File: src/rtl/gamma_row_if.sv
// gamma_row_if -- word-stream handshake bundle for the gamma row stage.
//
// Carries the two streams of the block:
//   input stream : in_valid / in_ready handshake with the (t_j, p_j) word pair
//   output stream: out_valid / out_ready handshake with out_data and its
//                  destination index out_idx
//
// Modports:
//   master - the surrounding datapath (drives word pairs, consumes results)
//   slave  - the gamma_row block itself
interface gamma_row_if #(
    parameter int WIDTH = 32
);
    logic             in_valid;
    logic             in_ready;
    logic [WIDTH-1:0] t_j;
    logic [WIDTH-1:0] p_j;
    logic             out_valid;
    logic             out_ready;
    logic [WIDTH-1:0] out_data;
    logic [7:0]       out_idx;

    modport master (
        output in_valid, t_j, p_j, out_ready,
        input  in_ready, out_valid, out_data, out_idx
    );

    modport slave (
        input  in_valid, t_j, p_j, out_ready,
        output in_ready, out_valid, out_data, out_idx
    );
endinterface

File: src/rtl/gamma_row.sv
// gamma_row -- one row of the Montgomery "gamma" accumulation.
//
// Given the quotient digit m and the incoming carry c from the beta stage,
// streams the modulus/accumulator word pairs j = 1..s-1 and produces the new
// accumulator words t[j-1] = t[j] + m*p[j] + C (carry rippled through C),
// followed by a tail word t[s-1] = t[s] + C and the final top word
// ts_out = t[s+1] + carry.
//
// Ports:
//   clk, rst_n              clock, asynchronous active-low reset
//   start                   one-cycle row request (honoured only when idle)
//   m_in, c_in              quotient digit and carry from the beta stage
//   ts_in, ts1_in           accumulator words t[s], t[s+1] (bit 0 only)
//   bus (slave)             word-pair input stream and result output stream
//   ts_out                  final t[s], valid while done is high
//   busy                    high from accepted start until done
//   done                    one-cycle row-complete pulse
module gamma_row #(
    parameter int WIDTH  = 32,
    parameter int NWORDS = 8
) (
    input  logic             clk,
    input  logic             rst_n,
    input  logic             start,
    input  logic [WIDTH-1:0] m_in,
    input  logic [WIDTH-1:0] c_in,
    input  logic [WIDTH-1:0] ts_in,
    input  logic [WIDTH-1:0] ts1_in,
    output logic [WIDTH-1:0] ts_out,
    output logic             busy,
    output logic             done,
    gamma_row_if.slave       bus
);

    localparam logic [1:0] IDLE = 2'd0;
    localparam logic [1:0] RUN  = 2'd1;
    localparam logic [1:0] TAIL = 2'd2;
    localparam logic [1:0] FIN  = 2'd3;

    // Last streamed index (s-1); also the index of the tail word.
    localparam logic [7:0] LAST_J = 8'(NWORDS - 1);

    // t + m*p + c never exceeds 2^(2W)-1, so 2W bits hold it exactly.
    function automatic logic [2*WIDTH-1:0] mac_word(
        input logic [WIDTH-1:0] t,
        input logic [WIDTH-1:0] m,
        input logic [WIDTH-1:0] p,
        input logic [WIDTH-1:0] c
    );
        logic [2*WIDTH-1:0] t_x, m_x, p_x, c_x;
        t_x = {{WIDTH{1'b0}}, t};
        m_x = {{WIDTH{1'b0}}, m};
        p_x = {{WIDTH{1'b0}}, p};
        c_x = {{WIDTH{1'b0}}, c};
        return t_x + (m_x * p_x) + c_x;
    endfunction

    function automatic logic [WIDTH:0] add_carry(
        input logic [WIDTH-1:0] a,
        input logic [WIDTH-1:0] b
    );
        return {1'b0, a} + {1'b0, b};
    endfunction

    logic [1:0]         state;
    logic [WIDTH-1:0]   m_p0;
    logic [WIDTH-1:0]   c_p0;
    logic [WIDTH-1:0]   ts_p0;
    logic               ts1_p0;
    logic [7:0]         j_p0;

    logic               vld_p1;
    logic [WIDTH-1:0]   out_data_p1;
    logic [7:0]         out_idx_p1;

    logic [2*WIDTH-1:0] sum_p0;
    logic [WIDTH:0]     sum2_p0;
    logic               out_free;
    logic               in_ready_int;
    logic               unused_ts1_hi;

    // Only bit 0 of t[s+1] can be nonzero at this point of the algorithm.
    assign unused_ts1_hi = ^ts1_in[WIDTH-1:1];

    assign out_free     = !vld_p1 || bus.out_ready;
    assign in_ready_int = (state == RUN) && out_free;

    assign sum_p0  = mac_word(bus.t_j, m_p0, bus.p_j, c_p0);
    assign sum2_p0 = add_carry(ts_p0, c_p0);

    assign bus.in_ready  = in_ready_int;
    assign bus.out_valid = vld_p1;
    assign bus.out_data  = out_data_p1;
    assign bus.out_idx   = out_idx_p1;

    always_ff @(posedge clk or negedge rst_n) begin
        if (!rst_n) begin
            state       <= IDLE;
            m_p0        <= '0;
            c_p0        <= '0;
            ts_p0       <= '0;
            ts1_p0      <= 1'b0;
            j_p0        <= '0;
            vld_p1      <= 1'b0;
            out_data_p1 <= '0;
            out_idx_p1  <= '0;
            ts_out      <= '0;
            busy        <= 1'b0;
            done        <= 1'b0;
        end else begin
            done <= 1'b0;
            // Accepted word leaves the output register unless a new word
            // is loaded below in the same cycle (no bubble).
            if (vld_p1 && bus.out_ready) begin
                vld_p1 <= 1'b0;
            end

            case (state)
                IDLE: begin
                    if (start) begin
                        m_p0   <= m_in;
                        c_p0   <= c_in;
                        ts_p0  <= ts_in;
                        ts1_p0 <= ts1_in[0];
                        j_p0   <= 8'd1;
                        busy   <= 1'b1;
                        state  <= RUN;
                    end
                end

                // p0 -> p1: word pair to result register, carry kept in C
                RUN: begin
                    if (bus.in_valid && in_ready_int) begin
                        out_data_p1 <= sum_p0[WIDTH-1:0];
                        out_idx_p1  <= j_p0 - 8'd1;
                        vld_p1      <= 1'b1;
                        c_p0        <= sum_p0[2*WIDTH-1:WIDTH];
                        j_p0        <= j_p0 + 8'd1;
                        if (j_p0 == LAST_J) begin
                            state <= TAIL;
                        end
                    end
                end

                TAIL: begin
                    if (out_free) begin
                        out_data_p1 <= sum2_p0[WIDTH-1:0];
                        out_idx_p1  <= LAST_J;
                        vld_p1      <= 1'b1;
                        ts_out      <= {{(WIDTH-1){1'b0}}, ts1_p0} +
                                       {{(WIDTH-1){1'b0}}, sum2_p0[WIDTH]};
                        state       <= FIN;
                    end
                end

                FIN: begin
                    if (vld_p1 && bus.out_ready) begin
                        done  <= 1'b1;
                        busy  <= 1'b0;
                        state <= IDLE;
                    end
                end

                default: state <= IDLE;
            endcase
        end
    end

endmodule

File: src/flat_wrapper.sv
// flat-port wrapper written by rule: the top's interface ports become plain ports
module gamma_row_flat 
#(
    parameter int WIDTH  = 32,
    parameter int NWORDS = 8
)
  (clk, rst_n, start, m_in, c_in, ts_in, ts1_in, ts_out, busy, done, bus_in_valid, bus_t_j, bus_p_j, bus_out_ready, bus_in_ready, bus_out_valid, bus_out_data, bus_out_idx);
  gamma_row_if #(.WIDTH(WIDTH)) bus_i ();
  input  logic clk;
  input  logic rst_n;
  input  logic start;
  input  logic [WIDTH-1:0] m_in;
  input  logic [WIDTH-1:0] c_in;
  input  logic [WIDTH-1:0] ts_in;
  input  logic [WIDTH-1:0] ts1_in;
  output logic [WIDTH-1:0] ts_out;
  output logic busy;
  output logic done;
  input wire logic [$bits(bus_i.in_valid)-1:0] bus_in_valid;
  input wire logic [$bits(bus_i.t_j)-1:0] bus_t_j;
  input wire logic [$bits(bus_i.p_j)-1:0] bus_p_j;
  input wire logic [$bits(bus_i.out_ready)-1:0] bus_out_ready;
  output wire logic [$bits(bus_i.in_ready)-1:0] bus_in_ready;
  output wire logic [$bits(bus_i.out_valid)-1:0] bus_out_valid;
  output wire logic [$bits(bus_i.out_data)-1:0] bus_out_data;
  output wire logic [$bits(bus_i.out_idx)-1:0] bus_out_idx;
  assign bus_i.in_valid = bus_in_valid;
  assign bus_i.t_j = bus_t_j;
  assign bus_i.p_j = bus_p_j;
  assign bus_i.out_ready = bus_out_ready;
  assign bus_in_ready = bus_i.in_ready;
  assign bus_out_valid = bus_i.out_valid;
  assign bus_out_data = bus_i.out_data;
  assign bus_out_idx = bus_i.out_idx;
  gamma_row #(.WIDTH(WIDTH), .NWORDS(NWORDS)) u_core (.clk(clk), .rst_n(rst_n), .start(start), .m_in(m_in), .c_in(c_in), .ts_in(ts_in), .ts1_in(ts1_in), .ts_out(ts_out), .busy(busy), .done(done), .bus(bus_i));
endmodule
File: config.mk
export PLATFORM = sky130hd
export DESIGN_NAME = gamma_row_flat
export DESIGN_NICKNAME = d
export VERILOG_FILES = /design/src/rtl/gamma_row_if.sv /design/src/rtl/gamma_row.sv /design/src/flat_wrapper.sv
export SDC_FILE = /design/constraint.sdc
export NUM_CORES = 2
export LEC_CHECK = 0
export BUFFER_PORTS_ARGS = -buffer_cell sky130_fd_sc_hd__buf_4
export CORE_UTILIZATION = 60
export DETAILED_ROUTE_END_ITERATION = 8
export MAX_ROUTING_LAYER = met4
export PLACE_DENSITY = 0.85
export RECOVER_POWER = 25
export SLEW_MARGIN = 20
export SYNTH_ARGS = -nofsm -noshare
export SYNTH_HDL_FRONTEND = slang
export SYNTH_SLANG_ARGS = --single-unit
File: constraint.sdc
create_clock -name clk -period 20.8 [get_ports clk]
set_clock_uncertainty 0.05 [all_clocks]
set_input_delay 1.04 -clock clk [delete_from_list [all_inputs] [get_ports clk]]
set_output_delay 1.04 -clock clk [all_outputs]
set_load 0.02 [all_outputs]
======== Word level (Yosys, flattened, before mapping) ========
Index checks and enable logic that the tools add are counted.
word-level totals
  logic and storage cells ................. 70
  output and inout bits ................... 76
  bits in registers ....................... 182
  input port bits ......................... 197
cells by class
  $add $sub $neg .......................... 6
  muxes and demuxes ....................... 27
  $mul .................................... 1
  equality and inequality tests ........... 9
  reduce and logical (&&, ||, !) cells .... 15
operators with widths
  cell                   number
  $mux W32               4
  $pmux W32 S2           2
  $add A32 B64 Y64       1
  $add A64 B32 Y64       1
  $mul A32 B32 Y64       1
  $add A32 B32 Y33       1
  $mux W8                4
  $pmux W8 S2            2
  $mux W2                5
  $reduce_and A3 Y1      3
  $add A8 B1 Y8 const B  1
  $eq A8 B3 Y1 const B   1
  $pmux W2 S4            1
  $sub A8 B1 Y8 const B  1
  $mux W1                7
  $ne A2 B2 Y1 const B   3
  $reduce_bool A2 Y1     3
  $reduce_and A5 Y1      1
  $eq A2 B2 Y1 const B   2
  $ne A2 B1 Y1 const B   2
  $pmux W1 S2            2
  $reduce_and A2 Y1      2
  $logic_and A1 B1 Y1    3
  $add A1 B1 Y2          1
  4 further kinds        4

======== Depth between registers and ports, before layout ========
  depth after elaboration ................. 6
  mapped depth ............................ 30
  gate-level depth less buffers ........... 28

======== Worst setup path after synthesis ========
Ideal clock, no wire load.
  path type ............................... input-to-reg
  start ................................... input bus_p_j[0]
  end ..................................... register u_core.c_p0[21]
  required time ........................... 20.621 ns
  stages .................................. 24
  arrival ................................. 7.567 ns
  setup slack ............................. 13.054 ns
  library setup time ...................... 0.129 ns
  buffers on the path ..................... 1
  cells stage by stage .................... clkbuf_1 -> nand2_1 -> fa_1 -> fa_1 -> fa_1 -> fa_1 -> inv_1 -> fa_1 -> fa_1 -> fa_1 -> inv_1 -> fa_1 -> inv_1 -> ha_1 -> a21o_1 -> a21o_1 -> a221oi_2 -> nand2_1 -> a32o_1 -> a2111oi_4 -> nor2_2 -> a31oi_2 -> xor2_1 -> o21ai_1
on the way
  cells in the longest elaborated chain, start to end .. 5
ends and longest elaborated chain
  item                  line                text
  from (decl)           flat_wrapper.sv:21  input wire logic [$bits(bus_i.p_j)-1:0] bus_p_j;
  $mul A32 B32 Y64      gamma_row.sv:55     return t_x + (m_x * p_x) + c_x;
  $add A32 B64 Y64      gamma_row.sv:55
  $add A64 B32 Y64      gamma_row.sv:55
  $mux W32              gamma_row.sv:133    if (bus.in_valid && in_ready_int) begin
  $pmux W32 S2          gamma_row.sv:118    case (state)
  to (signal assigned)  gamma_row.sv:122    c_p0 <= c_in;
  to (signal assigned)  gamma_row.sv:137    c_p0 <= sum_p0[2*WIDTH-1:WIDTH];
  to (decl)             gamma_row.sv:67     logic [WIDTH-1:0] c_p0;
Every way passes these cells. The select of a mux whose other input is x is not followed.
A chain may end at the register's enable or synchronous reset.

======== Final worst setup path ========
  start ................................... register u_core.m_p0[14]
  end ..................................... register u_core.c_p0[30]
on the way
  cells in the longest elaborated chain, start to end .. 5
ends and longest elaborated chain
  item                    line              text
  from (decl)             gamma_row.sv:66   logic [WIDTH-1:0] m_p0;
  from (signal assigned)  gamma_row.sv:121  m_p0 <= m_in;
  $mul A32 B32 Y64        gamma_row.sv:55
  $add A32 B64 Y64        gamma_row.sv:55
  $add A64 B32 Y64        gamma_row.sv:55
  $mux W32                gamma_row.sv:133
  $pmux W32 S2            gamma_row.sv:118
Every way passes these cells. The select of a mux whose other input is x is not followed.

==> out/metrics.cfg <==
[status]
status = finished, violations left
violations = capacitance limit, slew limit

[logic_synthesis]
synth.largest_area_cell = fa_1
synth_xor_area_frac = 0.0204
synthMuxAreaShare = 0.0211
yosys_warnings = 0
ys_ff_latch = 152
synthAdderAreaFrac = 0.534
yosysSeqAreaShare = 0.0877
syn_area_per_cell_um2 = 9.05
synth.most_common_cell = inv_1
netlist_top_cells_area = fa_1 (44%), inv_1 (9.3%), ha_1 (9.1%), dfrtp_1 (8.8%), and2_1 (6.7%)
async_flop_share = 1.00
ys.flop_type = dfrtp_1
synth_compound_gate_area_share = 0.0598
netlist_area_um2 = 43400
synth_top_area_share = 0.443
synth_top_family_by_area = adder cells
ys_types = 75
synth-edff-count = 0
synthSimpleGateAreaFrac = 0.156
synth_top_cells_by_count = inv_1 (1080), fa_1 (960), nand2_1 (695), and2_1 (466), ha_1 (315)
synthesis.instances = 4791

[die]
rows = 98
die_h_um = 271
initial_utilization = 0.607
die_width_um = 271
pin_count = 273
fp.coreArea_um2 = 71500
die-area_um2 = 73400

[clock_network]
numCtsBuffers = 17
cts_tree = yes
cts_resized = 0
cts.sinks = 152
cts.reportedPaths.clkPinSlew_ns = 0.07
clockRootBuffer = clkbuf_16
htree_levels = 4
postCtsHoldBufs = 0
postCtsSetupBuffers = 0
clockBufferDepth = 2
worstSkewPairLatency_ns = 0.50

[critical_path]
cp_common_cell = fa_1
crit_family = adder cells
crit_required_ns = 21.10
crit_chain = nand2_1, fa_1, fa_1, inv_1, fa_1, fa_1, fa_1, fa_1, fa_1, inv_1, fa_1, inv_1, ha_1, a21oi_1, o21ai_0, a211oi_1, nor3_1, o221ai_1, nand2_1, a31oi_1, o311ai_2, xnor2_1, a21oi_1
cpMaxStageDelayCell = dfrtp_2
end_kind = register
cp-startpoint = u_core.m_p0[14]
crit_arrival_ns = 8.80
crit_path_max_fanout = 33
rr_startpoint = u_core.m_p0[14]
max_stage_delay_ns = 0.98
crit_type = reg2reg
crit_buf_inv = 3
cp-start-kind = register

[pwr]
seqPwrFrac = 0.399
ir_drop_uv = 45.3
p_clk_frac = 0.407
p_sw_frac = 0.339
switching_power_uw = 251
power.density_nw_per_um2 = 16.1
p_int_uw = 489
comb_power_share = 0.194
p_leak_nw = 23.7

[grt]
grt_max_degree = 88
grt_pass1_wl_mm = 195
antenna_found_initial = 4
groute.usage.overall = 0.359
grt_pass1_vias = 36100
overflow = 0

[routing]
drc = 0
wire_per_inst_um = 21.4
dr.first_iter.drc_count = 3092
antenna_left = 0
first_pass_iters = 8
routed_via_density = 5.83
num_vias = 33600
drt-total-wl_mm = 124

[timing]
drv_slew = 88
fmax_mhz = 118
rsz0062_at_grt = false
fin_crit_sh = 0.408
finalSetupTns_ns = 0
relSlewSlack = -2.54
layout_setup_ws_ns = 12.30
finalHoldViolations = 0
min_period_ns = 8.50
finalSetupViolCount = 0
worstMarginPinSlew_ns = 5.32

[placement]
dp_slack_ns = 11.99
dp_hpwl_mm = 96.5
gp_congestion = 0.989
port_buffers = 211

[finish]
fin_nets = 6271
fillCellCount = 5617
drive_gt1_frac = 0.0759
area_delta_synth_final_pct = 5.69

[flow_run]
maxCapViolations = 1

[hold_path]
hp-class = reg2reg
hp-start = u_core.bus.out_idx[5]

-- path summary, 6_finish.rpt --
path,slack [ns],endpoint,cells past startpoint
setup / recovery,12.30,u_core.c_p0[30],23
max in group asynchronous,14.84,u_core.m_p0[15],1
setup reg to reg,12.30,u_core.c_p0[30],23
hold / removal,0.44,u_core.bus.out_idx[5],2
min in group asynchronous,2.42,u_core.ts_out[1],1
hold reg to reg,0.44,u_core.bus.out_idx[5],2
-- worst reg2reg max path: cells and delay by family, from the launching register on --
kind	cells	cell delay, ns
compound gates	7	1.79
xor+xnor	1	0.30
fa+ha+maj	9	4.57
buf+inv	3	0.14
flops	1	0.98
simple gates	3	0.51
-- state kept, by name, summed over array words and instances (netlist names) --
signal / count
u_core.ts_out: 2
u_core.busy: 1
u_core.m_p0: 32
u_core.j_p0: 8
u_core.c_p0: 32
u_core.ts_p0: 32
u_core.ts1_p0: 1
u_core.bus.out_data: 32
u_core.done: 1
u_core.bus.out_idx: 8
u_core.state: 2
u_core.bus.out_valid: 1
-- power by group through the flow --
stage / sequential (mW) / clock [mW] / combinational [mW]
2_1_floorplan: 0.301 / 0 / 0.0734
3_3_place_gp: 0.301 / 0 / 0.136
3_5_place_dp: 0.301 / 0 / 0.140
4_1_cts: 0.296 / 0.304 / 0.140
5_1_grt: 0.295 / 0.316 / 0.152
6_report: 0.296 / 0.301 / 0.144
-- placed cells by master (no fill, tap or decap), drive strengths merged, types with 92 or more instances in the layout --
cell type / count
a21oi: 143
and2: 467
buf: 243
dfrtp: 152
fa: 960
ha: 315
inv: 1083
nand2: 695
nor2: 92
o21ai: 122
-- through the flow --
| step | total power, mW | instance area [um2] | hold slack, ns | std cells | util |
|---|---|---|---|---|---|
| floorplan | 0.375 | 43500 | 0.425 | 4820 | - |
| global placement | 0.438 | 45300 | 0.417 | 5730 | 0.634 |
| detailed placement | 0.441 | 45300 | 0.422 | 5730 | 0.634 |
| CTS | 0.739 | 45900 | 0.437 | 5759 | 0.641 |
| global route | 0.763 | 45800 | 0.460 | 5762 | 0.641 |
| finish | 0.740 | 45800 | 0.436 | 5762 | 0.641 |
-- per-layer routing --
metal | global-route usage | vias to the layer above | wire length [um]
met5 | - | - | 0
met4 | 0.176 | 0 | 6770
met3 | 0.0793 | 491 | 12500
met2 | 0.567 | 1909 | 59500
met1 | 0.437 | 17000 | 44800
li1 | - | 14100 | -
-- logic make-up after synthesis --
group,after synthesis
AND/OR/NAND/NOR,1395
buffers and inverters,1366
adder cells (fa/ha/maj),1275
AO/OA/AOI/OAI,418
flip-flops,152
XOR/XNOR,101
multiplexers,83
other,1
-- cell type report --
cell class | count | area, um2 | share of cell area
well taps | 950 | 1190 | 0.0259
repair buffers | 246 | 1840 | 0.0400
inverters | 1080 | 4050 | 0.0884
multi-input cells | 3302 | 34400 | 0.751
diodes | 3 | 7.51 | 0.000164
clock inverters | 12 | 80.1 | 0.00175
clock buffers | 17 | 425 | 0.00928
flip-flops and latches | 152 | 3810 | 0.0831
(Power assumes the default switching activity.)
